==> src/rtl/btn_pkg.sv <==
// Shared constants for button-path blocks: state encoding and default ms timing.
package btn_pkg;

    localparam logic [2:0] ST_IDLE   = 3'd0;
    localparam logic [2:0] ST_PRESS1 = 3'd1;
    localparam logic [2:0] ST_GAP    = 3'd2;
    localparam logic [2:0] ST_PRESS2 = 3'd3;
    localparam logic [2:0] ST_HOLD   = 3'd4;

    typedef enum logic [2:0] {
        IDLE   = ST_IDLE,
        PRESS1 = ST_PRESS1,
        GAP    = ST_GAP,
        PRESS2 = ST_PRESS2,
        HOLD   = ST_HOLD
    } state_t;

    localparam int TICK_DIV_DEF  = 100_000;
    localparam int LONG_MS_DEF   = 1000;
    localparam int DOUBLE_MS_DEF = 250;
    localparam int REPEAT_MS_DEF = 100;

    function automatic int max3(input int a, input int b, input int c);
        int m;
        m = (a > b) ? a : b;
        return (m > c) ? m : c;
    endfunction

endpackage

==> src/rtl/btn_event_decoder_if.sv <==
// Button level in, gesture pulses and busy flag out.
interface btn_event_decoder_if;
    logic i_btn_level;
    logic o_short;
    logic o_double;
    logic o_long;
    logic o_repeat;
    logic o_busy;

    modport master (output i_btn_level, input o_short, o_double, o_long, o_repeat, o_busy);
    modport slave  (input i_btn_level, output o_short, o_double, o_long, o_repeat, o_busy);
endinterface

==> src/rtl/tick_gen.sv <==
// Free-running divider: o_tick is high for one clk every DIV clocks.
module tick_gen #(
    parameter int DIV = btn_pkg::TICK_DIV_DEF
) (
    input  logic clk,
    input  logic rst,
    output logic o_tick
);
    localparam int W = (DIV > 1) ? $clog2(DIV) : 1;
    localparam logic [W-1:0] LAST = W'(DIV - 1);

    logic [W-1:0] cnt;

    always_ff @(posedge clk or posedge rst) begin
        if (rst)              cnt <= '0;
        else if (cnt == LAST) cnt <= '0;
        else                  cnt <= cnt + W'(1);
    end

    assign o_tick = (cnt == LAST);
endmodule

==> src/rtl/btn_event_decoder.sv <==
// Classifies debounced button gestures into short/double/long/repeat pulses.
module btn_event_decoder
    import btn_pkg::*;
#(
    parameter int TICK_DIV  = TICK_DIV_DEF,
    parameter int LONG_MS   = LONG_MS_DEF,
    parameter int DOUBLE_MS = DOUBLE_MS_DEF,
    parameter int REPEAT_MS = REPEAT_MS_DEF
) (
    input  logic                clk,
    input  logic                rst,
    btn_event_decoder_if.slave  bus
);
    localparam int MS_W = $clog2(max3(LONG_MS, DOUBLE_MS, REPEAT_MS)) + 1;
    localparam logic [MS_W-1:0] LONG_END = MS_W'(LONG_MS - 1);
    localparam logic [MS_W-1:0] DBL_END  = MS_W'(DOUBLE_MS - 1);
    localparam logic [MS_W-1:0] REP_END  = MS_W'(REPEAT_MS - 1);
    localparam logic [MS_W-1:0] MS_SAT   = '1;

    state_t          state, state_nx;
    logic [MS_W-1:0] ms;
    logic            tick, lvl, ms_clr;
    logic            short_nx, dbl_nx, long_nx, rep_nx;
    logic            short_q, dbl_q, long_q, rep_q, busy_q;

    tick_gen #(.DIV(TICK_DIV)) u_tick (.clk(clk), .rst(rst), .o_tick(tick));

    assign lvl = bus.i_btn_level;

    // Level changes are tested first so they win over a coincident timeout.
    always_comb begin
        state_nx = state;
        ms_clr   = 1'b0;
        short_nx = 1'b0;
        dbl_nx   = 1'b0;
        long_nx  = 1'b0;
        rep_nx   = 1'b0;
        case (state)
            IDLE:   if (lvl) state_nx = PRESS1;
            PRESS1: if (!lvl) state_nx = GAP;
                    else if (tick && ms == LONG_END) begin long_nx = 1'b1; state_nx = HOLD; end
            GAP:    if (lvl) state_nx = PRESS2;
                    else if (tick && ms == DBL_END) begin short_nx = 1'b1; state_nx = IDLE; end
            PRESS2: if (!lvl) begin dbl_nx = 1'b1; state_nx = IDLE; end
                    else if (tick && ms == LONG_END) begin long_nx = 1'b1; state_nx = HOLD; end
            HOLD:   if (!lvl) state_nx = IDLE;
                    else if (tick && ms == REP_END) begin rep_nx = 1'b1; ms_clr = 1'b1; end
            default: state_nx = IDLE;
        endcase
    end

    always_ff @(posedge clk or posedge rst) begin
        if (rst) begin
            state   <= IDLE;
            ms      <= '0;
            short_q <= 1'b0;
            dbl_q   <= 1'b0;
            long_q  <= 1'b0;
            rep_q   <= 1'b0;
            busy_q  <= 1'b0;
        end else begin
            state <= state_nx;
            if (state_nx != state || ms_clr) ms <= '0;
            else if (tick && ms != MS_SAT)   ms <= ms + MS_W'(1);
            short_q <= short_nx;
            dbl_q   <= dbl_nx;
            long_q  <= long_nx;
            rep_q   <= rep_nx;
            busy_q  <= (state != IDLE);
        end
    end

    assign bus.o_short  = short_q;
    assign bus.o_double = dbl_q;
    assign bus.o_long   = long_q;
    assign bus.o_repeat = rep_q;
    assign bus.o_busy   = busy_q;
endmodule
==> src/flat_wrapper.sv <==
// flat-port wrapper written by rule: the top's interface ports become plain ports
module btn_event_decoder_flat import btn_pkg::*;
#(
    parameter int TICK_DIV  = TICK_DIV_DEF,
    parameter int LONG_MS   = LONG_MS_DEF,
    parameter int DOUBLE_MS = DOUBLE_MS_DEF,
    parameter int REPEAT_MS = REPEAT_MS_DEF
)
  (clk, rst, bus_i_btn_level, bus_o_short, bus_o_double, bus_o_long, bus_o_repeat, bus_o_busy);
  btn_event_decoder_if bus_i ();
  input  logic clk;
  input  logic rst;
  input wire logic [$bits(bus_i.i_btn_level)-1:0] bus_i_btn_level;
  output wire logic [$bits(bus_i.o_short)-1:0] bus_o_short;
  output wire logic [$bits(bus_i.o_double)-1:0] bus_o_double;
  output wire logic [$bits(bus_i.o_long)-1:0] bus_o_long;
  output wire logic [$bits(bus_i.o_repeat)-1:0] bus_o_repeat;
  output wire logic [$bits(bus_i.o_busy)-1:0] bus_o_busy;
  assign bus_i.i_btn_level = bus_i_btn_level;
  assign bus_o_short = bus_i.o_short;
  assign bus_o_double = bus_i.o_double;
  assign bus_o_long = bus_i.o_long;
  assign bus_o_repeat = bus_i.o_repeat;
  assign bus_o_busy = bus_i.o_busy;
  btn_event_decoder #(.TICK_DIV(TICK_DIV), .LONG_MS(LONG_MS), .DOUBLE_MS(DOUBLE_MS), .REPEAT_MS(REPEAT_MS)) u_core (.clk(clk), .rst(rst), .bus(bus_i));
endmodule
==> config.mk <==
export PLATFORM = sky130hd
export DESIGN_NAME = btn_event_decoder_flat
export DESIGN_NICKNAME = d
export VERILOG_FILES = /design/src/rtl/btn_pkg.sv /design/src/rtl/btn_event_decoder_if.sv /design/src/rtl/tick_gen.sv /design/src/rtl/btn_event_decoder.sv /design/src/flat_wrapper.sv
export SDC_FILE = /design/constraint.sdc
export NUM_CORES = 1
export LEC_CHECK = 0
export BUFFER_PORTS_ARGS = -buffer_cell sky130_fd_sc_hd__buf_4
export CORE_MARGIN = 8
export CORE_UTILIZATION = 50
export DETAILED_ROUTE_END_ITERATION = 8
export GPL_TIMING_DRIVEN = 0
export PLACE_DENSITY = 0.75
export SLEW_MARGIN = 30
export SYNTH_ARGS = -nofsm -noshare
export SYNTH_HDL_FRONTEND = slang
export SYNTH_SLANG_ARGS = --single-unit
==> constraint.sdc <==
create_clock -name clk -period 3.1 [get_ports clk]
set_input_delay 0.155 -clock clk [delete_from_list [all_inputs] [get_ports clk]]
set_output_delay 0.155 -clock clk [all_outputs]
set_load 0.01 [all_outputs]
# == Word level (Yosys, flattened, before mapping) ==
# Cells that the tools add are included.
# word_totals
word_cells,51
input_bits,3
output_inout_bits,5
regBits,36
# classes
muxes,22
n_eq_ne,10
reduce_logical,9
addsub,2
# ops
operator,n
$mux W11,2
$mux W3,7
$add A17 B1 Y17 const B,1
$eq A17 B17 Y1 const B,1
$mux W17,1
$pmux W3 S5,1
$add A11 B1 Y11 const B,1
$eq A11 B10 Y1 const B,1
$eq A11 B7 Y1 const B,1
$eq A11 B8 Y1 const B,1
$mux W1,11
$ne A11 B11 Y1 const B,1
$eq A3 B2 Y1 const B,2
$logic_and A1 B1 Y1,4
$eq A3 B1 Y1 const B,1
$eq A3 B3 Y1 const B,1
$logic_not A3 Y1,1
$ne A3 B3 Y1,1
$reduce_bool A3 Y1,1
$reduce_bool A2 Y1,1
$reduce_or A2 Y1,1
$logic_or A1 B1 Y1,1

# == Longest topological paths before layout ==
# Gate-level depths: netlist (run 1).
# logic_depth
word_depth,8
ltp_mapped,8
ltp_nobuf,7

# == Cells and area by module ==
# Synthesis (run 1) repeated with hierarchy kept, for this count alone.
# unflattened
hier_cells,189
area_unflattened_um2,1873.0
# modules_own_cells
mod,area_each_um2,instances,cells_each,seq_area_each_um2
btn_event_decoder,1047.3,1,114,475.5
tick_gen,825.8,1,75,425.4

# == Worst setup path after synthesis (run 1) ==
# OpenSTA, ideal clock, no wires.
# synth_path
kind,reg2reg
startpoint,reg u_core.ms[1]
endpoint,reg u_core.ms[0]
path_buffers,1
arrival_time_ns,1.686
path_stages_with_launch,9
path_slack_ns,1.295
cell_sequence,dfrtp_1 inv_1 ha_1 or4b_1 nor4_2 a211oi_1 o21ai_1 buf_4 nor2_1
# synth_between
elab_chain_cells,8
word_cells_on_any_way,21
cone_classes,eq/ne: 5; mux: 10; reduce/logical: 6
# synth_lines
element,line,text
from (decl),btn_event_decoder.sv:21,logic [MS_W-1:0] ms;
from (signal assigned),btn_event_decoder.sv:64,else if (tick && ms != MS_SAT) ms <= ms + MS_W'(1);
$eq A11 B10 Y1 / $eq A11 B8 Y1 (equally long branches),"btn_event_decoder.sv:41, btn_event_decoder.sv:45, btn_event_decoder.sv:43",
"$logic_and A1 B1 Y1, on equally long branches","btn_event_decoder.sv:41, btn_event_decoder.sv:45, btn_event_decoder.sv:43",
"$mux W3, on equally long branches","btn_event_decoder.sv:41, btn_event_decoder.sv:45, btn_event_decoder.sv:43",
"$mux W3, on equally long branches","btn_event_decoder.sv:44, btn_event_decoder.sv:40, btn_event_decoder.sv:42",
$pmux W3 S5,btn_event_decoder.sv:38,case (state)
$ne A3 B3 Y1,btn_event_decoder.sv:63,if (state_nx != state || ms_clr) ms <= '0;
$logic_or A1 B1 Y1,btn_event_decoder.sv:63,
$mux W11 / $reduce_bool A2 Y1 (equally long branches),-,
# Parallel ways exist; a longest one is shown, timed or not.
# A chain may end at the register's enable or synchronous reset.

# == Worst setup path in the final report (run 1) ==
# layout_path
startpoint,reg u_core.ms[0]
endpoint,reg u_core.ms[1]
# Same word-level chain as after synthesis.

==> metrics.csv, run 1 <==
metric,value,unit
overflow,0,
total_power,0.871,mW
synthSimpleGateAreaFrac,0.314,
synth_edf_count,0,
yosys-top-cells-area,"dfrtp_1 48%, xnor2_1 7.0%, nor2_1 4.0%",
ctsResizeCount,0,
num_rows,22,
worstPathArrival,2.45,ns
synth_top_area_frac,0.482,
clock_power_share,0.412,
synth_cell_types,43,
avgSynthCellArea,10.6,sq um
die-area,0.00595,sq mm
ys_top_cells_by_count,"36 x dfrtp_1, 20 x nor2_1, 15 x xnor2_1",
cts_buffers,5,
worstMarginPinSlew,0.733,ns
drive_above_1_share,0.168,
crit_path_end_kind,register,
synthAdderAreaFrac,0.0201,
yosys.area.top_type,dfrtp_1,
fin_nets,196,
synthFlopType,dfrtp_1,
grt_pass1_wl,6270,um
p_per_area,419,mW/mm^2
rsz0062_at_grt,false,
ctsHoldBuffers,0,
path_buf_inv,0,
detail_route.wl_per_cell,15.2,um
p_int,0.685,mW
synth_xor_area_frac,0.0984,
clockRootBuffer,clkbuf_8,
antenna_left,0,
clock_path_buffers,2,
dpl.hpwl,2530,um
irDropWorstVdd,0.282,mV
syn-instance-count,176,
hold_class,in -> async,
routabilityCongestion,0.857,
cts_tree,yes,
p_sw_frac,0.214,
worst_ep_required_time,3.30,ns
portBuffers,7,
top_layer,met4,
cp_max_fo,7,
final-hold-violation-count,0,
p_switching,0.186,mW
slew_headroom,0.507,
sequentialPowerShare,0.553,
drc,0,
initial_core_util,0.514,
drtPass1Iterations,4,
cp_top_family,simple AND/OR/NAND/NOR gates,
crit_slowest_cell,nor4_2,
synthArstFlopShare,1.00,
leakage,0.884,nW
cts_sinks,36,
grt_max_degree,37,
diodes,0,
netlist_area,0.00187,sq mm
max_stage_delay,0.64,ns
drt-initial-drc-count,97,
wl_met2,1760,um
muxShareOfSynthArea,0.00535,
drt-total-wl,3610,um
skew,0.00598,ns
crit_type,reg -> reg,
start_kind,register,
core_area,0.00363,sq mm
finalMaxSlewViolations,0,
ys_seq_area_frac,0.482,
clk_pin_slew,0.07,ns
met3_length,191,um
min_period,2.25,ns
die_w,77.1,um
ys.warnings.count,0,
synth_top_family_by_area,simple AND/OR/NAND/NOR gates,
cp_cell_sequence,ha_1 > nand4_1 > nor4_2 > nor2_1 > a211oi_1,
period_share,0.726,
wl_met1,1600,um
insertion_delay,0.29,ns
track_usage,0.128,
io_pins,8,
die_height,77.1,um
h-tree-depth,2,
vias_per_cell,5.70,
setup-tns-final,0,ns
fmax,0.444,GHz
setup_viol,0,
synth_compound_area_frac,0.0562,
max_cap_viol_count,0,
ff2ff_setup_slack,0.85,ns
antenna_found_initial,0,
yosysMostFrequentCell,dfrtp_1,
synth-seq-cells,36,
grt_pass1_vias,1416,
post_cts_buffers,0,
status,finished clean,
vias,1356,
fin_util,0.572,
syn_nets,182,
power_frac_comb,0.036,
area.growth.synth_to_final,11.2,%
-- cells by family (layout without fill, tap and decap cells) --
| family | after synthesis | after routing |
|---|---|---|
| fa+ha+maj | 3 | 3 |
| mux | 1 | 1 |
| buf+inv | 10 | 24 |
| compound gates | 15 | 15 |
| xor+xnor | 21 | 21 |
| flops | 36 | 36 |
| simple gates | 90 | 90 |
-- path summary, 6_finish.rpt --
path	start	end	cells after the start
setup / recovery	u_core.ms[0]	u_core.ms[1]	5
max in group asynchronous	rst	u_core.u_tick.cnt[1]	2
hold reg to reg	u_core.u_tick.cnt[0]	u_core.u_tick.cnt[0]	1
hold / removal	rst	u_core.ms[1]	2
min in group clk	bus_i_btn_level	u_core.state[2]	2
setup reg to reg	u_core.ms[0]	u_core.ms[1]	5
-- placed cells by master (no fill, tap or decap), types with 2 or more instances in the layout --
master / synthesis / routed
or3_1: 4 / 4
xnor2_1: 15 / 15
ha_1: 3 / 3
nor3b_1: 4 / 4
or4b_1: 3 / 3
nor2b_1: 2 / 2
inv_1: 5 / 4
o21ai_0: 5 / 5
clkbuf_8: 0 / 7
nor2_1: 20 / 20
and3_1: 3 / 3
nand2_1: 13 / 13
nand4_2: 2 / 2
dfrtp_1: 36 / 36
buf_2: 3 / 3
nor3_1: 3 / 3
buf_4: 1 / 8
nand4_1: 7 / 7
a21oi_1: 3 / 3
and2_1: 3 / 3
a2111oi_2: 2 / 2
xor2_1: 6 / 6
and4_1: 3 / 3
nand3_1: 6 / 6
nor4_2: 4 / 4
a211oi_1: 2 / 2
-- registers in the layout, summed over array words and instances (netlist names) --
| name | flops |
|---|---|
| u_core.bus.o_busy | 1 |
| u_core.bus.o_double | 1 |
| u_core.bus.o_long | 1 |
| u_core.bus.o_repeat | 1 |
| u_core.bus.o_short | 1 |
| u_core.ms | 11 |
| u_core.state | 3 |
| u_core.u_tick.cnt | 17 |
-- metal layers --
| metal | global-route usage | vias to the layer above |
|---|---|---|
| li1 | - | 652 |
| met1 | 0.153 | 662 |
| met2 | 0.211 | 35 |
| met3 | 0.0361 | 7 |
| met4 | 0.0509 | 0 |
| met5 | 0 | - |
-- worst register-to-register path, cell delays in order (launching register included) --
cell	delay, ns
dfrtp_1	0.49
ha_1	0.28
nand4_1	0.29
nor4_2	0.64
nor2_1	0.19
a211oi_1	0.28
-- per-stage QoR --
stage	setup WS (ns)	hold WS, ns	std cells	instance area, sq um
global placement	1.05	0.418	231	1980
global route	0.669	0.0775	238	2080
CTS	0.896	0.0323	238	2080
detailed placement	0.907	0.342	231	1980
finish	0.849	0.0000885	238	2080
floorplan	1.29	0.271	176	1870
-- power groups by stage --
stage / Sequential, mW / Clock (mW) / Combinational (mW)
global route: 0.482 / 0.378 / 0.0361
finish: 0.482 / 0.359 / 0.0312
floorplan: 0.490 / 0 / 0.0187
global placement: 0.491 / 0 / 0.0309
detailed placement: 0.490 / 0 / 0.0322
CTS: 0.481 / 0.365 / 0.0324
-- final cells by class --
| cell class | count | area (sq um) |
|---|---|---|
| timing repair buffer | 7 | 52.6 |
| fill | 348 | 1560 |
| multi-input combinational | 130 | 923 |
| sequential | 36 | 901 |
| tap | 48 | 60.1 |
| buffer | 5 | 26.3 |
| inverter | 5 | 18.8 |
| clock buffer | 7 | 96.3 |
No activity file was read; power rests on OpenSTA's default activity.
==> run 2, diff against run 1 <==
==> constraint.sdc (replaced) <==
create_clock -name clk -period 2.13 [get_ports clk]
set_input_delay 0.1065 -clock clk [delete_from_list [all_inputs] [get_ports clk]]
set_output_delay 0.1065 -clock clk [all_outputs]
set_load 0.01 [all_outputs]
==> metrics.csv, run 2 (synthesized netlist as in run 1, its figures left out) <==
metric,value,unit
status,finished clean,
clk_pin_slew,0.07,ns
drt-total-wl,4300,um
fmax,0.480,GHz
num_rows,22,
reg_top3,"u_core.u_tick.cnt: 17 flops, u_core.ms: 11 flops, u_core.state: 3 flops",
crit_path_end_kind,register,
detail_route.wl_per_cell,17.3,um
drt-initial-drc-count,154,
path_common_cell,buf_4,
grt_max_degree,37,
die_height,77.1,um
setup_viol,0,
dpl.hpwl,2530,um
crit_slowest_cell,or4b_4,
worstPathArrival,2.25,ns
core_area,0.00363,sq mm
endpoint,u_core.ms[1],
vias,1441,
portBuffers,7,
largest_reg_flops,17,
drc,0,
max_cap_viol_count,0,
drive_above_1_share,0.254,
r2r-end,u_core.ms[1],
crit_path_start,u_core.ms[1],
hold_class,in -> reg,
h-tree-depth,2,
diodes,0,
worstMarginPinSlew,0.753,ns
placed_cell_area,0.00198,sq mm
final_cells,249,
irDropWorstVdd,0.431,mV
final_common_cell,dfrtp_1,
die_w,77.1,um
io_pins,8,
cts_tree,yes,
p_per_area,571,mW/mm^2
finalMaxSlewViolations,0,
clockRootBuffer,clkbuf_8,
r2r_cells,9,
start_kind,register,
max_stage_delay,0.48,ns
initial_core_util,0.514,
grt_pass1_vias,1506,
layout_common_cells,"33 x dfrtp_1, 20 x nor2_1, 16 x buf_4, 15 x xnor2_1, 13 x nand2_1",
top_register,u_core.u_tick.cnt,
r2r_start,u_core.ms[1],
overflow,0,
skew,0.00404,ns
min_period,2.08,ns
vias_per_cell,5.79,
clock_path_buffers,2,
rsz0062_at_grt,true,
cp_cell_sequence,inv_1 > ha_1 > or4b_4 > nor4_4 > a211oi_1 > o21ai_1 > buf_4 > buf_4 > a211oi_2,
final_area,0.00225,sq mm
grt_pass1_wl,6790,um
worst_ep_required_time,2.30,ns
antenna_found_initial,0,
ff2ff_setup_slack,0.05,ns
cts_sinks,36,
cp_max_fo,2,
leakage,0.971,nW
setup-tns-final,0,ns
drtPass1Iterations,4,
place_inst,231,
cts_buffers,5,
period_share,0.977,
area.growth.synth_to_final,20.3,%
insertion_delay,0.29,ns
antenna_left,0,
fin_nets,207,
die-area,0.00595,sq mm
final-hold-violation-count,0,
crit_type,reg -> reg,
slew_headroom,0.497,
track_usage,0.138,
routabilityCongestion,0.857,
[run 2: area by class of cell]
class / count / area, sq um
fill: 319 / 1380
multi-input combinational: 130 / 1000
sequential: 36 / 905
timing repair buffer: 18 / 135
clock buffer: 7 / 96.3
tap: 48 / 60.1
buffer: 5 / 33.8
inverter: 5 / 18.8
[run 2: how the worst min path moves through the flow]
stage / start / endpoint / slack (ns) / cells past startpoint
floorplan: bus_i_btn_level / u_core.state[2] / 0.22 / 1
global placement: bus_i_btn_level / u_core.state[2] / 0.37 / 2
detailed placement: rst / u_core.bus.o_short / 0.29 / 2
CTS: bus_i_btn_level / u_core.state[2] / 0.08 / 2
global route: bus_i_btn_level / u_core.state[2] / 0.11 / 2
finish: bus_i_btn_level / u_core.state[2] / 0.08 / 2
[run 2: worst max-delay path: cells and delay by family, from the launching register on]
family | cells | cell delay, ns
adders and majority gates | 1 | 0.16
DFF | 1 | 0.41
AOI/OAI and AO/OA | 3 | 0.39
and+or+nand+nor | 2 | 0.65
buffers and inverters | 3 | 0.35
[run 2: report_power, final]
group / internal (mW) / switching (mW) / leakage (nW)
combinational: 0.0237 / 0.0327 / 0.444
sequential: 0.692 / 0.00968 / 0.476
clock: 0.288 / 0.238 / 0.0503
total: 1.00 / 0.281 / 0.971
[run 2: repair_timing]
action                     4_1_cts  5_1_grt
pin swaps                        4        5
hold buffers                     1        0
setup endpoints to repair       11       13
gates resized for setup          7       12
hold endpoints to repair        36        0
cloned                           1        0
setup buffers                    7        2
[run 2: per-layer routing]
metal  part of all wire  global-route usage  wire [um]
met5                  0                   0          0
met4              0.028              0.0547        121
met2               0.51               0.230       2190
met1               0.41               0.165       1750
met3              0.056              0.0350        243
[run 2: metrics by stage]
step | hold WS, ns | setup WS (ns) | util | power [mW]
floorplan | 0.223 | 0.325 | - | 0.741
global placement | 0.369 | 0.0782 | 0.545 | 0.759
detailed placement | 0.293 | -0.0627 | 0.545 | 0.761
CTS | 0.0757 | 0.00308 | 0.598 | 1.29
global route | 0.112 | -0.0628 | 0.619 | 1.32
finish | 0.0835 | 0.0481 | 0.619 | 1.28
==> run 3, diff against run 2 <==
--- a/config.mk
+++ b/config.mk
@@ -10,6 +10,7 @@
 export CORE_UTILIZATION = 50
 export DETAILED_ROUTE_END_ITERATION = 8
 export GPL_TIMING_DRIVEN = 0
+export HOLD_SLACK_MARGIN = 0.12
 export PLACE_DENSITY = 0.75
 export SLEW_MARGIN = 30
 export SYNTH_ARGS = -nofsm -noshare
==> metrics.csv, run 3 (synthesized netlist as in run 1, its figures left out) <==
metric,value,unit
status,finished clean,
track_usage,0.139,
largest_reg_flops,17,
vias_per_cell,5.80,
core_area,0.00363,sq mm
cts_sinks,36,
rsz0062_at_grt,true,
insertion_delay,0.29,ns
crit_path_end_kind,register,
final_cells,250,
worst_ep_required_time,2.30,ns
vias,1451,
drt-total-wl,4250,um
max_cap_viol_count,0,
h-tree-depth,2,
area.growth.synth_to_final,21.1,%
die_w,77.1,um
antenna_found_initial,0,
drt-initial-drc-count,170,
drc,0,
leakage,0.976,nW
r2r-end,u_core.ms[1],
irDropWorstVdd,0.427,mV
portBuffers,7,
cts_buffers,5,
die_height,77.1,um
clock_path_buffers,2,
worstMarginPinSlew,0.750,ns
fmax,0.486,GHz
multi_input_area,0.00100,sq mm
setup_viol,0,
fin_nets,208,
final_common_cell,dfrtp_1,
skew,0.00489,ns
worstPathArrival,2.22,ns
routabilityCongestion,0.857,
fin_util,0.623,
top_register,u_core.u_tick.cnt,
grt_pass1_vias,1507,
seq_area,905,sq um
setup-tns-final,0,ns
clockRootBuffer,clkbuf_8,
place_inst,231,
slew_headroom,0.500,
total_power,1.29,mW
io_pins,8,
fillers,316,
start_kind,input pin,
ff2ff_setup_slack,0.07,ns
endpoint,u_core.ms[1],
min_period,2.06,ns
p_per_area,569,mW/mm^2
num_rows,22,
r2r_start,u_core.ms[2],
hold_class,reg -> reg,
cts_tree,yes,
grt_pass1_wl,6820,um
drive_above_1_share,0.257,
period_share,0.965,
crit_path_start,bus_i_btn_level,
layout_setup_ws,0.0739,ns
final-hold-violation-count,0,
overflow,0,
crit_type,in -> reg,
diodes,0,
clk_pin_slew,0.07,ns
grt_max_degree,37,
reg_top3,"u_core.u_tick.cnt: 17 flops, u_core.ms: 11 flops, u_core.state: 3 flops",
pre_cts_slack,-0.0627,ns
initial_core_util,0.514,
dpl.hpwl,2530,um
drtPass1Iterations,4,
die-area,0.00595,sq mm
detail_route.wl_per_cell,17.0,um
r2r_cells,8,
cp_max_fo,8,
layout_common_cells,"33 x dfrtp_1, 20 x nor2_1, 16 x buf_4, 15 x xnor2_1, 13 x nand2_1",
finalMaxSlewViolations,0,
antenna_left,0,
==> run 3: cell types whose count changed in the layout (fill, tap and decap cells not counted) <==
cell,before,now
or4bb_1,1,0
dlygate4sd3_1,1,2
or4bb_4,0,1
==> run 3: worst max-delay path, cell delays in order <==
cell and delay [ns]:
dlygate4sd3_1 0.53, buf_4 0.14, or4bb_4 0.55, nor4_4 0.27, a211oi_1 0.07, o21ai_1 0.24
buf_4 0.17, buf_4 0.11, a211oi_2 0.03
==> run 3: layout make-up <==
class	count	area share
Multi-Input combinational cell	130	0.444
Sequential cell	36	0.400
Timing Repair Buffer	19	0.0641
Clock buffer	7	0.0426
Tap cell	48	0.0265
Buffer	5	0.0149
Inverter	5	0.00829
==> run 3: where the power goes <==
| group | internal (mW) | switching, mW |
|---|---|---|
| Combinational | 0.0249 | 0.0333 |
| Sequential | 0.692 | 0.0103 |
| Clock | 0.288 | 0.238 |
| Total | 1.01 | 0.281 |
==> run 3: stage by stage <==
step	cell area [sq um]	hold WS, ns
3_5_place_dp	1980	0.293
2_1_floorplan	1870	0.223
4_1_cts	2180	0.495
6_report	2260	0.488
5_1_grt	2260	0.513
3_3_place_gp	1980	0.369
==> run 3: worst min path at each step <==
stage / to / slack [ns] / depth (start not counted) / from
6_report: u_core.u_tick.cnt[0] / 0.49 / 1 / u_core.u_tick.cnt[0]
5_1_grt: u_core.u_tick.cnt[11] / 0.51 / 1 / u_core.u_tick.cnt[11]
4_1_cts: u_core.u_tick.cnt[0] / 0.49 / 1 / u_core.u_tick.cnt[0]
3_5_place_dp: u_core.bus.o_short / 0.29 / 2 / rst
3_3_place_gp: u_core.state[2] / 0.37 / 2 / bus_i_btn_level
2_1_floorplan: u_core.state[2] / 0.22 / 1 / bus_i_btn_level
==> run 3: routing by layer <==
layer / vias up / part of all wire / track usage
met1: 722 / 0.44 / 0.167
met4: 0 / 0.027 / 0.0547
met5: - / 0 / 0
met3: 14 / 0.044 / 0.0350
met2: 38 / 0.49 / 0.230
li1: 677 / - / -
==> run 3: what timing repair did <==
| action | 4_1_cts | 5_1_grt |
|---|---|---|
| gates cloned | 1 | 0 |
| pin swaps | 4 | 5 |
| gates resized for setup | 7 | 13 |
| endpoints found under the hold margin | 37 | 0 |
| hold buffers | 2 | 0 |
| setup endpoints to repair | 11 | 13 |
| buffers inserted | 7 | 2 |
